--- src/rtl/count_bcd_display_pkg.sv ---
// count_disp_pkg: shared constants, FSM state type and BCD digit helper for the display path
package count_disp_pkg;
    localparam int NDIG = 3;
    typedef enum logic {IDLE, SHIFT} state_t;
    localparam logic [6:0] SEG_0     = 7'b0111111;
    localparam logic [6:0] SEG_1     = 7'b0000110;
    localparam logic [6:0] SEG_2     = 7'b1011011;
    localparam logic [6:0] SEG_3     = 7'b1001111;
    localparam logic [6:0] SEG_4     = 7'b1100110;
    localparam logic [6:0] SEG_5     = 7'b1101101;
    localparam logic [6:0] SEG_6     = 7'b1111101;
    localparam logic [6:0] SEG_7     = 7'b0000111;
    localparam logic [6:0] SEG_8     = 7'b1111111;
    localparam logic [6:0] SEG_9     = 7'b1101111;
    localparam logic [6:0] SEG_BLANK = 7'b0000000;
    function automatic logic [3:0] add3(input logic [3:0] d);
        return (d >= 4'd5) ? d + 4'd3 : d;
    endfunction
endpackage

--- src/rtl/count_bcd_display_if.sv ---
// count_bcd_display_if: conversion request/result and display pins between counter logic and the display block
interface count_bcd_display_if #(parameter int IN_W = 7);
    import count_disp_pkg::*;
    logic [IN_W-1:0]   value;
    logic              load;
    logic              busy;
    logic [4*NDIG-1:0] bcd;
    logic              bcd_valid;
    logic [NDIG-1:0]   an;
    logic [6:0]        seg;
    modport master (output value, load, input busy, bcd, bcd_valid, an, seg);
    modport slave  (input value, load, output busy, bcd, bcd_valid, an, seg);
endinterface

--- src/rtl/count_bcd_display_seg7_decoder.sv ---
// seg7_decoder: BCD digit to active-high {g,f,e,d,c,b,a} segments, with forced blanking
module seg7_decoder
    import count_disp_pkg::*;
(
    input  logic [3:0] digit_i,
    input  logic       blank_i,
    output logic [6:0] seg_o
);
    // Digits 10..15 cannot occur from the converter, so they simply go dark
    always_comb begin
        seg_o = SEG_BLANK;
        if (!blank_i) begin
            case (digit_i)
                4'd0:    seg_o = SEG_0;
                4'd1:    seg_o = SEG_1;
                4'd2:    seg_o = SEG_2;
                4'd3:    seg_o = SEG_3;
                4'd4:    seg_o = SEG_4;
                4'd5:    seg_o = SEG_5;
                4'd6:    seg_o = SEG_6;
                4'd7:    seg_o = SEG_7;
                4'd8:    seg_o = SEG_8;
                4'd9:    seg_o = SEG_9;
                default: seg_o = SEG_BLANK;
            endcase
        end
    end
endmodule

--- src/rtl/count_bcd_display.sv ---
// count_bcd_display: sequential double-dabble binary-to-BCD with a multiplexed 3-digit seven-segment scan
module count_bcd_display
    import count_disp_pkg::*;
#(
    parameter int IN_W        = 7,
    parameter int REFRESH_DIV = 4,
    parameter int BLANK_LZ    = 1
) (
    input  logic          clk,
    input  logic          reset,
    count_bcd_display_if.slave bus
);
    localparam int DIV_W = (REFRESH_DIV > 1) ? $clog2(REFRESH_DIV) : 1;

    state_t            state_q, state_d;
    logic [IN_W-1:0]   shreg_q, shreg_d;
    logic [4*NDIG-1:0] scratch_q, scratch_d, adj;
    logic [3:0]        step_q, step_d;
    logic [4*NDIG-1:0] bcd_q, bcd_d;
    logic              valid_q, valid_d;
    logic [DIV_W-1:0]  div_q;
    logic [1:0]        idx_q;
    logic [3:0]        digit;
    logic              blank;

    // Conversion control: capture in IDLE, one add-3/shift per clock in SHIFT, publish on the last step
    always_comb begin
        adj       = {add3(scratch_q[11:8]), add3(scratch_q[7:4]), add3(scratch_q[3:0])};
        state_d   = state_q;
        shreg_d   = shreg_q;
        scratch_d = scratch_q;
        step_d    = step_q;
        bcd_d     = bcd_q;
        valid_d   = 1'b0;
        case (state_q)
            IDLE: if (bus.load) begin
                shreg_d   = bus.value;
                scratch_d = '0;
                step_d    = '0;
                state_d   = SHIFT;
            end
            SHIFT: begin
                {scratch_d, shreg_d} = {adj, shreg_q} << 1;
                step_d               = step_q + 4'd1;
                if (step_q == 4'(IN_W - 1)) begin
                    bcd_d   = scratch_d;
                    valid_d = 1'b1;
                    state_d = IDLE;
                end
            end
            default: state_d = IDLE;
        endcase
    end

    // Converter state registers; reset abandons any conversion in flight
    always_ff @(posedge clk) begin
        if (reset) begin
            state_q   <= IDLE;
            shreg_q   <= '0;
            scratch_q <= '0;
            step_q    <= '0;
            bcd_q     <= '0;
            valid_q   <= 1'b0;
        end else begin
            state_q   <= state_d;
            shreg_q   <= shreg_d;
            scratch_q <= scratch_d;
            step_q    <= step_d;
            bcd_q     <= bcd_d;
            valid_q   <= valid_d;
        end
    end

    // Scan timing: each digit stays lit REFRESH_DIV clocks, independent of conversion activity
    always_ff @(posedge clk) begin
        if (reset) begin
            div_q <= '0;
            idx_q <= '0;
        end else if (div_q == DIV_W'(REFRESH_DIV - 1)) begin
            div_q <= '0;
            idx_q <= (idx_q == 2'd2) ? 2'd0 : idx_q + 2'd1;
        end else begin
            div_q <= div_q + DIV_W'(1);
        end
    end

    assign digit = (idx_q == 2'd2) ? bcd_q[11:8] : (idx_q == 2'd1) ? bcd_q[7:4] : bcd_q[3:0];
    assign blank = (BLANK_LZ != 0) &&
                   (((idx_q == 2'd2) && (bcd_q[11:8] == 4'd0)) ||
                    ((idx_q == 2'd1) && (bcd_q[11:4] == 8'd0)));

    seg7_decoder u_dec (
        .digit_i (digit),
        .blank_i (blank),
        .seg_o   (bus.seg)
    );

    assign bus.busy      = (state_q == SHIFT);
    assign bus.bcd       = bcd_q;
    assign bus.bcd_valid = valid_q;
    assign bus.an        = 3'b001 << idx_q;
endmodule

--- src/flat_wrapper.sv ---
// flat-port wrapper written by rule: the top's interface ports become plain ports
module count_bcd_display_flat import count_disp_pkg::*;
#(
    parameter int IN_W        = 7,
    parameter int REFRESH_DIV = 4,
    parameter int BLANK_LZ    = 1
)
  (clk, reset, bus_value, bus_load, bus_busy, bus_bcd, bus_bcd_valid, bus_an, bus_seg);
  count_bcd_display_if #(.IN_W(IN_W)) bus_i ();
  input  logic clk;
  input  logic reset;
  input wire logic [$bits(bus_i.value)-1:0] bus_value;
  input wire logic [$bits(bus_i.load)-1:0] bus_load;
  output wire logic [$bits(bus_i.busy)-1:0] bus_busy;
  output wire logic [$bits(bus_i.bcd)-1:0] bus_bcd;
  output wire logic [$bits(bus_i.bcd_valid)-1:0] bus_bcd_valid;
  output wire logic [$bits(bus_i.an)-1:0] bus_an;
  output wire logic [$bits(bus_i.seg)-1:0] bus_seg;
  assign bus_i.value = bus_value;
  assign bus_i.load = bus_load;
  assign bus_busy = bus_i.busy;
  assign bus_bcd = bus_i.bcd;
  assign bus_bcd_valid = bus_i.bcd_valid;
  assign bus_an = bus_i.an;
  assign bus_seg = bus_i.seg;
  count_bcd_display #(.IN_W(IN_W), .REFRESH_DIV(REFRESH_DIV), .BLANK_LZ(BLANK_LZ)) u_core (.clk(clk), .reset(reset), .bus(bus_i));
endmodule
--- config.mk ---
export PLATFORM = sky130hd
export DESIGN_NAME = count_bcd_display_flat
export DESIGN_NICKNAME = d
export VERILOG_FILES = /design/src/rtl/count_bcd_display_pkg.sv /design/src/rtl/count_bcd_display_if.sv /design/src/rtl/count_bcd_display_seg7_decoder.sv /design/src/rtl/count_bcd_display.sv /design/src/flat_wrapper.sv
export SDC_FILE = /design/constraint.sdc
export NUM_CORES = 1
export LEC_CHECK = 0
export BUFFER_PORTS_ARGS = -buffer_cell sky130_fd_sc_hd__buf_4
export CORE_MARGIN = 3
export CORE_UTILIZATION = 40
export DETAILED_ROUTE_END_ITERATION = 16
export GPL_TIMING_DRIVEN = 0
export PLACE_DENSITY = 0.71
export SYNTH_ARGS = -nofsm -noshare
export SYNTH_HDL_FRONTEND = slang
export SYNTH_SLANG_ARGS = --single-unit
--- constraint.sdc ---
create_clock -name clk -period 3 [get_ports clk]
set_input_delay 0.15 -clock clk [delete_from_list [all_inputs] [get_ports clk]]
set_output_delay 0.15 -clock clk [all_outputs]
set_load 0.005 [all_outputs]
Yosys cells after proc, flatten, opt, wreduce, memory -nomap -nowiden
Memories as Yosys holds them, arrays and structs flattened. Index checks and enable logic that the tools add are counted. Widths: inputs -> output; s select.

Memories: 1. Memory bits (read-only): 112. Register bits after elaboration: 41. Output and inout port bits: 24. Input bits: 10.

Memory list: (name not given) (depth 16, bits a word 7, read ports 1, clocked after Yosys merged registers in 0, wr ports 0, line count_bcd_display_seg7_decoder.sv:13) `case (digit_i)`.

Shift-type cells: 1. Muxes and demuxes: 17. Bitwise operators: 1. Add/sub/neg operators: 6. Reductions and logical operators: 8. Equal/unequal tests: 5. Order comparisons: 3.

Operators by type and width (count): $pmux 12 s2 (1); $mux 4 (5); $mux 7 (2); $pmux 7 s2 (1); $ge 4x3->1 const B (3); $mux 12 (1); $add 4x2->4 const B (2); $logic_not 8->1 (1); $pmux 4 s2 (1); $add 2x1->2 const B (2); $add 4x1->4 const B (1); $eq 2x2->1 const B (2); $eq 4x3->1 const B (1); $logic_not 4->1 (1); $reduce_or 2->1 (2); $add 3x2->3 const B (1); $mux 1 (3); $mux 3 (1); $shl 1x2->3 const A (1); $eq 2x1->1 const B (1); $logic_and 1x1->1 (2); $mux 2 (1); $ne 2x2->1 const B (1); $pmux 1 s2 (1); other kinds (3) (3).

Depth between registers and ports, before layout
Gate-level depths: netlist of the first run. An unclocked memory read counts as a cell.

Word-level depth: 5. Gate-level depth with buffers: 8. Depth with buffers taken out: 7.

Cells and area by module
Synthesis of the first run repeated with hierarchy kept, for this count alone.

Cells, all modules: 252. Area, all modules: 2182.1 sq um.

Modules (own cells, without submodules): count_bcd_display (area each 1951.9 sq um, seq. area each 820.8 sq um, cells an instance 221, instances 1); seg7_decoder (area each 230.2 sq um, seq. area each 0.0 sq um, cells an instance 31, instances 1).

Least setup slack after synthesis of the first run
No wires, ideal clock.

Path type: register -> output. Start: register u_core.idx_q[0]. End: output bus_seg[3]. Cell stages (with the launch flop): 8. Data required time: 2.850 ns. Arrival: 1.712 ns. Path slack: 1.138 ns. Cells stage by stage: dfxtp_1 > buf_2 > nand2b_1 > o221ai_1 > inv_1 > ha_1 > mux2i_1 > o21a_1.

Longest elaborated chain between the ends: 5. Elaborated cells on any way between the ends: 9.

Ends and longest elaborated chain: from (decl) (line count_bcd_display.sv:22) `logic [1:0] idx_q;`; from (signal assigned) (line count_bcd_display.sv:81) `idx_q <= (idx_q == 2'd2) ? 2'd0 : idx_q + 2'd1;`; $eq 2x1->1 (line count_bcd_display.sv:87, count_bcd_display.sv:90); $mux 4 (2 in a row) (line count_bcd_display.sv:87) `assign digit = (idx_q == 2'd2) ? bcd_q[11:8] : (idx_q == 2'd1) ? bcd_q[7:4] : bcd_q[3:0];`; $mem_v2 16x7; $mux 7 (*) (line count_bcd_display_seg7_decoder.sv:12) `if (!blank_i) begin`; to (decl) (line flat_wrapper.sv:18) `output wire logic [$bits(bus_i.seg)-1:0] bus_seg;`.

Every way passes the cells marked *; elsewhere a longest branch is shown, timed or not.

Worst setup path after layout of the first run
Start: register u_core.idx_q[0]. End: output bus_seg[6].

The elaborated chain is that of the path after synthesis.

==> results of run 1 <==
-- metal layers --
metal,vias up,track usage [%],wire length [um]
li1,1008,-,-
met1,909,20.9,2360
met2,42,27.7,2370
met3,6,4.15,258
met4,0,4.90,49
met5,-,0,0
-- through the flow --
step                setup slack [ns]  cells
finish                         0.532    377
floorplan                       1.14    267
detailed placement             0.839    369
global route                   0.219    377
CTS                            0.497    377
global placement               0.855    369
-- final timing paths --
kind	from	end	slack, ns	depth (start not counted)
worst min register to register	u_core.div_q[0]	u_core.div_q[0]	0.43	1
worst max register to register	u_core.bus.busy	u_core.scratch_q[6]	1.13	5
worst min-delay path	reset	u_core.scratch_q[4]	0.14	2
worst max-delay path	u_core.idx_q[0]	bus_seg[6]	0.53	9
-- state kept, by name (all words and copies together) (netlist names) --
name,cells
u_core.step_q,4
u_core.bus.bcd,12
u_core.shreg_q,7
u_core.div_q,2
u_core.bus.bcd_valid,1
u_core.idx_q,2
u_core.bus.busy,1
u_core.scratch_q,12
-- power groups by stage --
stage               clock network (W)  logic, W  registers [W]
floorplan                           0  0.000109       0.000576
global placement                    0  0.000174       0.000577
detailed placement                  0  0.000176       0.000578
CTS                          0.000469  0.000177       0.000565
global route                 0.000494  0.000197       0.000566
finish                       0.000457  0.000175       0.000565
-- cells by family after synthesis --
| family | Yosys count | synth area share, % |
|---|---|---|
| flops | 41 | 37.3 |
| compound gates | 63 | 17.9 |
| fa+ha+maj | 14 | 7.96 |
| buf+inv | 28 | 5.34 |
| xor+xnor | 5 | 1.99 |
| simple gates | 103 | 23.6 |
| mux | 13 | 5.91 |
-- cell type report --
| cell class | count | area (um^2) | share of cell area (%) |
|---|---|---|---|
| Multi-Input combinational cell | 198 | 1260 | 47.7 |
| Sequential cell | 41 | 821 | 31.0 |
| Timing Repair Buffer | 32 | 240 | 9.08 |
| Tap cell | 70 | 87.6 | 3.31 |
| Clock buffer | 7 | 86.3 | 3.26 |
| Buffer | 16 | 72.6 | 2.74 |
| Inverter | 12 | 45.0 | 1.70 |
| Clock inverter | 1 | 30.0 | 1.14 |
-- cells in the mapped netlist (2+ instances only) --
library cell  count
inv_1            12
or3b_2            3
o21a_1            3
o221a_2           2
or4_1             2
nand2b_1          4
nand2_1          22
o221ai_1          2
nand3_1           5
ha_1             14
dfxtp_1          41
o21ai_0           6
o21ba_2           2
nor3b_1          11
a21oi_2           2
a211oi_1          2
nor2b_1           4
nor2_1           35
mux2i_1          13
or3b_1            2
a21oi_1          37
a311oi_1          4
xnor2_1           4
nor3_1           10
clkbuf_1         12
nand3b_1          2
-- worst reg2reg max path, delay by kind of cell (launching register included) --
kind	cells	cell delay (ns)
AOI/OAI and AO/OA	1	0.12
DFF	1	0.36
buffers and inverters	3	1.21
and+or+nand+nor	1	0.12
==> flow_summary.rst, run 1 <==
.. list-table::
   :header-rows: 1

   * - Metric
     - Value
   * - Critical Path RT
     - 2.85 ns
   * - Netlist cell types
     - 37
   * - Slowest stage cell, crit path
     - o221ai_1
   * - Full die area
     - 0.00643 mm^2
   * - TritonCTS clock tree
     - done
   * - Number of synthesis warnings
     - 0
   * - Maximum clock frequency
     - 405 MHz
   * - Post-synth design cell area
     - 0.00220 mm^2
   * - Largest stage delay, worst path
     - 0.44 ns
   * - Total Routed Length
     - 5040 um
   * - Kind of start point of the critical path
     - flop
   * - Area after detailed placement
     - 0.00253 mm^2
   * - EDFF count, synth
     - 0
   * - CP Max Fanout
     - 10
   * - Final core occ
     - 50.8%
   * - Gate Count Post-Synth
     - 267
   * - CP arrival
     - 2.32 ns
   * - Signed area change from the synthesized netlist to the final layout
     - 20.2%
   * - Clock tree sinks
     - 41
   * - Vias/cell
     - 5.21
   * - Seq cells post-synth
     - 41
   * - Peak supply drop
     - 301 uV
   * - Smallest hold slack
     - 0.145 ns
   * - H-tree level count
     - 2
   * - Core Rows
     - 26
   * - Final total power
     - 0.00120 W
   * - Ratio of cells with drive above 1 in the final layout
     - 17.3%
   * - Portion of the post-synthesis area used by sequential elements
     - 37.3%
   * - Post-layout min period
     - 2.47 ns
   * - Residual antenna-violating net count after detailed routing
     - 0
   * - Setup repair bufs after CTS
     - 0
   * - Setup repair after global routing missed its margin
     - false
   * - Most instantiated flip-flop cell in the synthesis netlist
     - dfxtp_1
   * - Final Setup Violations
     - 0
   * - Initial antenna violation count
     - 0
   * - Part of the power in registers
     - 47.2%
   * - Clk slew on worst S/H paths
     - 0.07 ns
   * - Hold violation total from the final report
     - 0
   * - Skew final
     - 0.00197 ns
   * - Kind of cell with the highest combined delay on the critical path
     - compound AO/OA/AOI/OAI gates
   * - Accumulated negative setup slack
     - 0 ns
   * - DRC
     - 0
   * - Clock network power share
     - 38.2%
   * - Post-synthesis async set-or-reset flop share
     - 0%
   * - All-layer global routing usage
     - 16.6%
   * - CP bufs+invs
     - 3
   * - Top cell by count, worst path
     - a21oi_1
   * - Initial DRT Pass Iterations
     - 4
   * - Horizontal extent of the die
     - 80.2 um
   * - Most frequent standard cell in the layout excluding fill and tap cells
     - dfxtp_1
   * - Share of the cycle needed by the critical path after routing
     - 82.3%
   * - Synth area leader
     - dfxtp_1
   * - Overflow left after global routing
     - 0
   * - Outcome
     - completed
   * - CTS root buf
     - clkbuf_8
   * - Number of global-route vias before repair
     - 1,815
   * - Setup crit end kind
     - output port
   * - Largest cells by area after synthesis
     - dfxtp_1 (37%), a21oi_1 (8.4%), ha_1 (8.0%)
   * - Post-cts resize count
     - 0
   * - Area of the core
     - 0.00520 mm^2
   * - DPL Wire Length
     - 3760 um
   * - Switch share
     - 23.7%
   * - Final Wtd Congestion
     - 0.810
   * - Total number of vias
     - 1,965
   * - Number of violations of the max-capacitance limit
     - 0
   * - Hold buffer count at cts
     - 0
   * - Critical path class
     - flop to output port
   * - Max Buffers Root-to-Sink
     - 2
   * - Cells along the critical path
     - buf_2, nand2b_1, o221ai_1, inv_1, ha_1, nor2_1, a21oi_1, a21oi_1, buf_4
   * - Antenna Cells
     - 0
   * - Net count reported at finish
     - 330
   * - Number of nets produced by synthesis
     - 291
   * - Slew headroom
     - 61.3%
   * - Leakage
     - 1.07 nW
   * - Number of DRC violations after detailed-routing iteration 0
     - 81
   * - Filler cell count
     - 533
   * - Die Y
     - 80.2 um
   * - Number of buffers created by CTS
     - 5
   * - Count of input and output buffers
     - 32
   * - Leading cell types in the layout, fill and taps excluded
     - dfxtp_1 (41), a21oi_1 (37), nor2_1 (35), buf_4 (33), nand2_1 (22)
   * - Share of the synthesized area in the top cell type
     - 37.3%
   * - Wire length of the first global-routing pass
     - 8440 um
   * - Min-Delay Path Class
     - input pin to flop
   * - Clock latency of the later-clocked register in the worst-skew pair
     - 0.29 ns
   * - Post-route cell area
     - 0.00265 mm^2
   * - Io pins
     - 34
   * - Power dissipated by switching net loads
     - 0.000283 W
   * - Internal power
     - 0.000913 W
   * - Pin slew with the least headroom to its limit
     - 0.581 ns
   * - Final-report max-slew violation count
     - 0
   * - Combinational fraction of design power
     - 14.7%
   * - Maximum number of pins on one net before global-route repair
     - 13
   * - Mean area per synthesized cell
     - 8.24 um^2
   * - Effective utilization at floorplan
     - 42.3%
   * - Power per cell area
     - 452 mW/mm^2
   * - Per-cell routed wire length
     - 13.4 um
Note: power is estimated with default switching activity, not from simulation.
==> run 2: changes to the inputs <==
--- a/config.mk
+++ b/config.mk
@@ -10,7 +10,7 @@
 export CORE_UTILIZATION = 40
 export DETAILED_ROUTE_END_ITERATION = 16
 export GPL_TIMING_DRIVEN = 0
-export PLACE_DENSITY = 0.71
+export PLACE_DENSITY = 0.73
 export SYNTH_ARGS = -nofsm -noshare
 export SYNTH_HDL_FRONTEND = slang
 export SYNTH_SLANG_ARGS = --single-unit
==> constraint.sdc (replaced) <==
create_clock -name clk -period 2.17 [get_ports clk]
set_input_delay 0.1085 -clock clk [delete_from_list [all_inputs] [get_ports clk]]
set_output_delay 0.1085 -clock clk [all_outputs]
set_load 0.005 [all_outputs]
==> flow_summary.rst, run 2 (same netlist as run 1, synthesis figures left out) <==
.. list-table::
   :header-rows: 1

   * - Metric
     - Value
   * - Number of global-route vias before repair
     - 1,802 (-0.72%)
   * - Final Setup Violations
     - 1 (+1)
   * - Hold Crit Start
     - reset
   * - Clock latency of the later-clocked register in the worst-skew pair
     - 0.29 ns (about the same)
   * - Die Y
     - 80.2 um (unchanged)
   * - DPL Wire Length
     - 3790 um (+0.85%)
   * - Net count reported at finish
     - 336 (+1.8%)
   * - Total Routed Length
     - 5360 um (+6.4%)
   * - Slew headroom
     - 59.1% (-2.2 points)
   * - Maximum clock frequency
     - 459 MHz
   * - Endpoint of the worst-slack reg-to-reg timing path
     - u_core.bus.bcd[0]
   * - Clk slew on worst S/H paths
     - 0.07 ns (about the same)
   * - Count of input and output buffers
     - 32 (unchanged)
   * - Leading cell types in the layout, fill and taps excluded
     - dfxtp_1 (39), a21oi_1 (37), buf_4 (37), nor2_1 (34), nand2_1 (22)
   * - CP Max Fanout
     - 4 (-6)
   * - Overflow left after global routing
     - 0 (unchanged)
   * - Hold violation total from the final report
     - 0 (unchanged)
   * - CP arrival
     - 2.07 ns (-0.25 ns)
   * - Share of the cycle needed by the critical path after routing
     - 100%
   * - Slowest stage cell, crit path
     - or4_4
   * - DRC
     - 0 (unchanged)
   * - Full die area
     - 0.00643 mm^2 (unchanged)
   * - Reg2reg setup slack
     - 0.30 ns (-0.83 ns)
   * - Most Crowded Layer GR
     - met2
   * - Post-layout min period
     - 2.18 ns
   * - Number of violations of the max-capacitance limit
     - 0 (unchanged)
   * - Violated checks
     - negative setup slack
   * - R2r worst-path depth
     - 7 (+2)
   * - Total placed cells including tap cells
     - 369 (unchanged)
   * - Most frequent standard cell in the layout excluding fill and tap cells
     - dfxtp_1
   * - Signed area change from the synthesized netlist to the final layout
     - 27.6%
   * - Largest stage delay, worst path
     - 0.44 ns (about the same)
   * - Final-report max-slew violation count
     - 0 (unchanged)
   * - Residual antenna-violating net count after detailed routing
     - 0 (unchanged)
   * - Post-layout worst setup margin
     - -0.00986 ns (-0.541 ns)
   * - Power per cell area
     - 589 mW/mm^2 (+30%)
   * - Met3 track demand over resource
     - 4.48% (+0.34 points)
   * - All-layer global routing usage
     - 16.9% (+0.38 points)
   * - Outcome
     - finished with violations
   * - Core Rows
     - 26 (unchanged)
   * - Met2 Usage GRT
     - 28.7% (+0.99 points)
   * - Critical Path Source
     - u_core.idx_q[0]
   * - Number of buffers created by CTS
     - 5 (unchanged)
   * - Horizontal extent of the die
     - 80.2 um (unchanged)
   * - Maximum number of pins on one net before global-route repair
     - 13 (unchanged)
   * - Clock tree sinks
     - 41 (unchanged)
   * - Smallest hold slack
     - 0.115 ns (-0.0292 ns)
   * - Initial antenna violation count
     - 0 (unchanged)
   * - Final Wtd Congestion
     - 0.852 (+5.2%)
   * - Critical Path RT
     - 2.06 ns (-0.79 ns)
   * - Ratio of cells with drive above 1 in the final layout
     - 23.4% (+6.1 points)
   * - Io pins
     - 34 (unchanged)
   * - Global routing met1 resource utilization
     - 21.5% (+0.62 points)
   * - Min-Delay Path Class
     - input pin to flop
   * - Critical path class
     - flop to output port
   * - Setup crit end kind
     - output port
   * - Total number of vias
     - 1,995 (+1.5%)
   * - Wire length of the first global-routing pass
     - 8520 um (+0.98%)
   * - Final Instance Count excl. Fillers
     - 382 (+1.3%)
   * - Antenna Cells
     - 0 (unchanged)
   * - Skew final
     - 0.00424 ns (+0.00227 ns)
   * - Max Buffers Root-to-Sink
     - 2 (unchanged)
   * - Setup repair after global routing missed its margin
     - true
   * - Place WS
     - 0.0588 ns (-0.781 ns)
   * - Cells along the critical path
     - or3b_4, or4_4, a21oi_4, nor2_2, a21boi_1, buf_4
   * - Effective utilization at floorplan
     - 42.3% (unchanged)
   * - Pin slew with the least headroom to its limit
     - 0.613 ns (+0.0323 ns)
   * - Leakage
     - 1.11 nW (+4.0%)
   * - CTS root buf
     - clkbuf_8
   * - H-tree level count
     - 2 (unchanged)
   * - Peak supply drop
     - 369 uV (+22%)
   * - Number of DRC violations after detailed-routing iteration 0
     - 75 (-7.4%)
   * - Endpoint of the most critical setup path
     - bus_seg[5]
   * - Initial DRT Pass Iterations
     - 4 (unchanged)
   * - Per-cell routed wire length
     - 14.0 um (+5.0%)
   * - Area of the core
     - 0.00520 mm^2 (unchanged)
   * - Kind of start point of the critical path
     - flop
   * - TritonCTS clock tree
     - done
   * - Vias/cell
     - 5.22 (+0.20%)
   * - Critical R2R Launch
     - u_core.step_q[0]
[run 2: area by class of cell]
| type | count | area [um^2] |
|---|---|---|
| flip-flops and latches | 41 | 828 |
| clock inverters | 2 | 35.0 |
| fillers | 496 | 2400 |
| well taps | 70 | 87.6 |
| plain buffers | 16 | 86.3 |
| multi-input cells | 198 | 1370 |
| repair buffers | 38 | 283 |
| clock buffers | 5 | 68.8 |
| inverters | 12 | 47.5 |
[run 2: how the worst min path moves through the flow]
stage	to	slack, ns	cells past startpoint
after floorplan	u_core.scratch_q[4]	0.29	1
after global placement	u_core.scratch_q[4]	0.41	2
after detailed placement	u_core.scratch_q[4]	0.42	2
after CTS	u_core.scratch_q[4]	0.11	2
after global routing	u_core.scratch_q[4]	0.10	2
final	u_core.scratch_q[4]	0.12	2
[run 2: metrics by stage]
step | power (W) | instance area [um^2] | utilization (%) | TNS [ns]
after floorplan | 0.000947 | 2200 | - | 0
after global placement | 0.00104 | 2530 | 48.6 | 0
after detailed placement | 0.00104 | 2530 | 48.6 | 0
after CTS | 0.00164 | 2700 | 51.9 | 0
after global routing | 0.00174 | 2810 | 54.0 | -0.191
final | 0.00165 | 2810 | 54.0 | -0.00986
[run 2: worst max-delay path: cells and delay by family (launching register included)]
kind	cells	cell delay, ns
simple gates	3	0.92
flops	1	0.39
compound gates	2	0.33
buf+inv	1	0.16
[run 2: timing repair]
item / CTS / global route
endpoints found under the setup margin: 7 / 7
gates resized for setup: 11 / 18
gates cloned: 0 / 1
pin swaps: 2 / 4
buffers inserted: 3 / 2
hold buffers: 0 / 0
[run 2: per-layer routing]
metal  up-vias  share of wire (%)
met3         5                4.3
met4         0               0.73
met1       927                 46
met5         -                  0
met2        47                 48
li1       1016                  -
[run 2: where the power goes]
part / switching (W) / total [W] / internal [W]
clock: 0.000254 / 0.000588 / 0.000334
combinational: 0.000141 / 0.000285 / 0.000144
sequential: 0.0000127 / 0.000781 / 0.000768
total: 0.000408 / 0.00165 / 0.00125
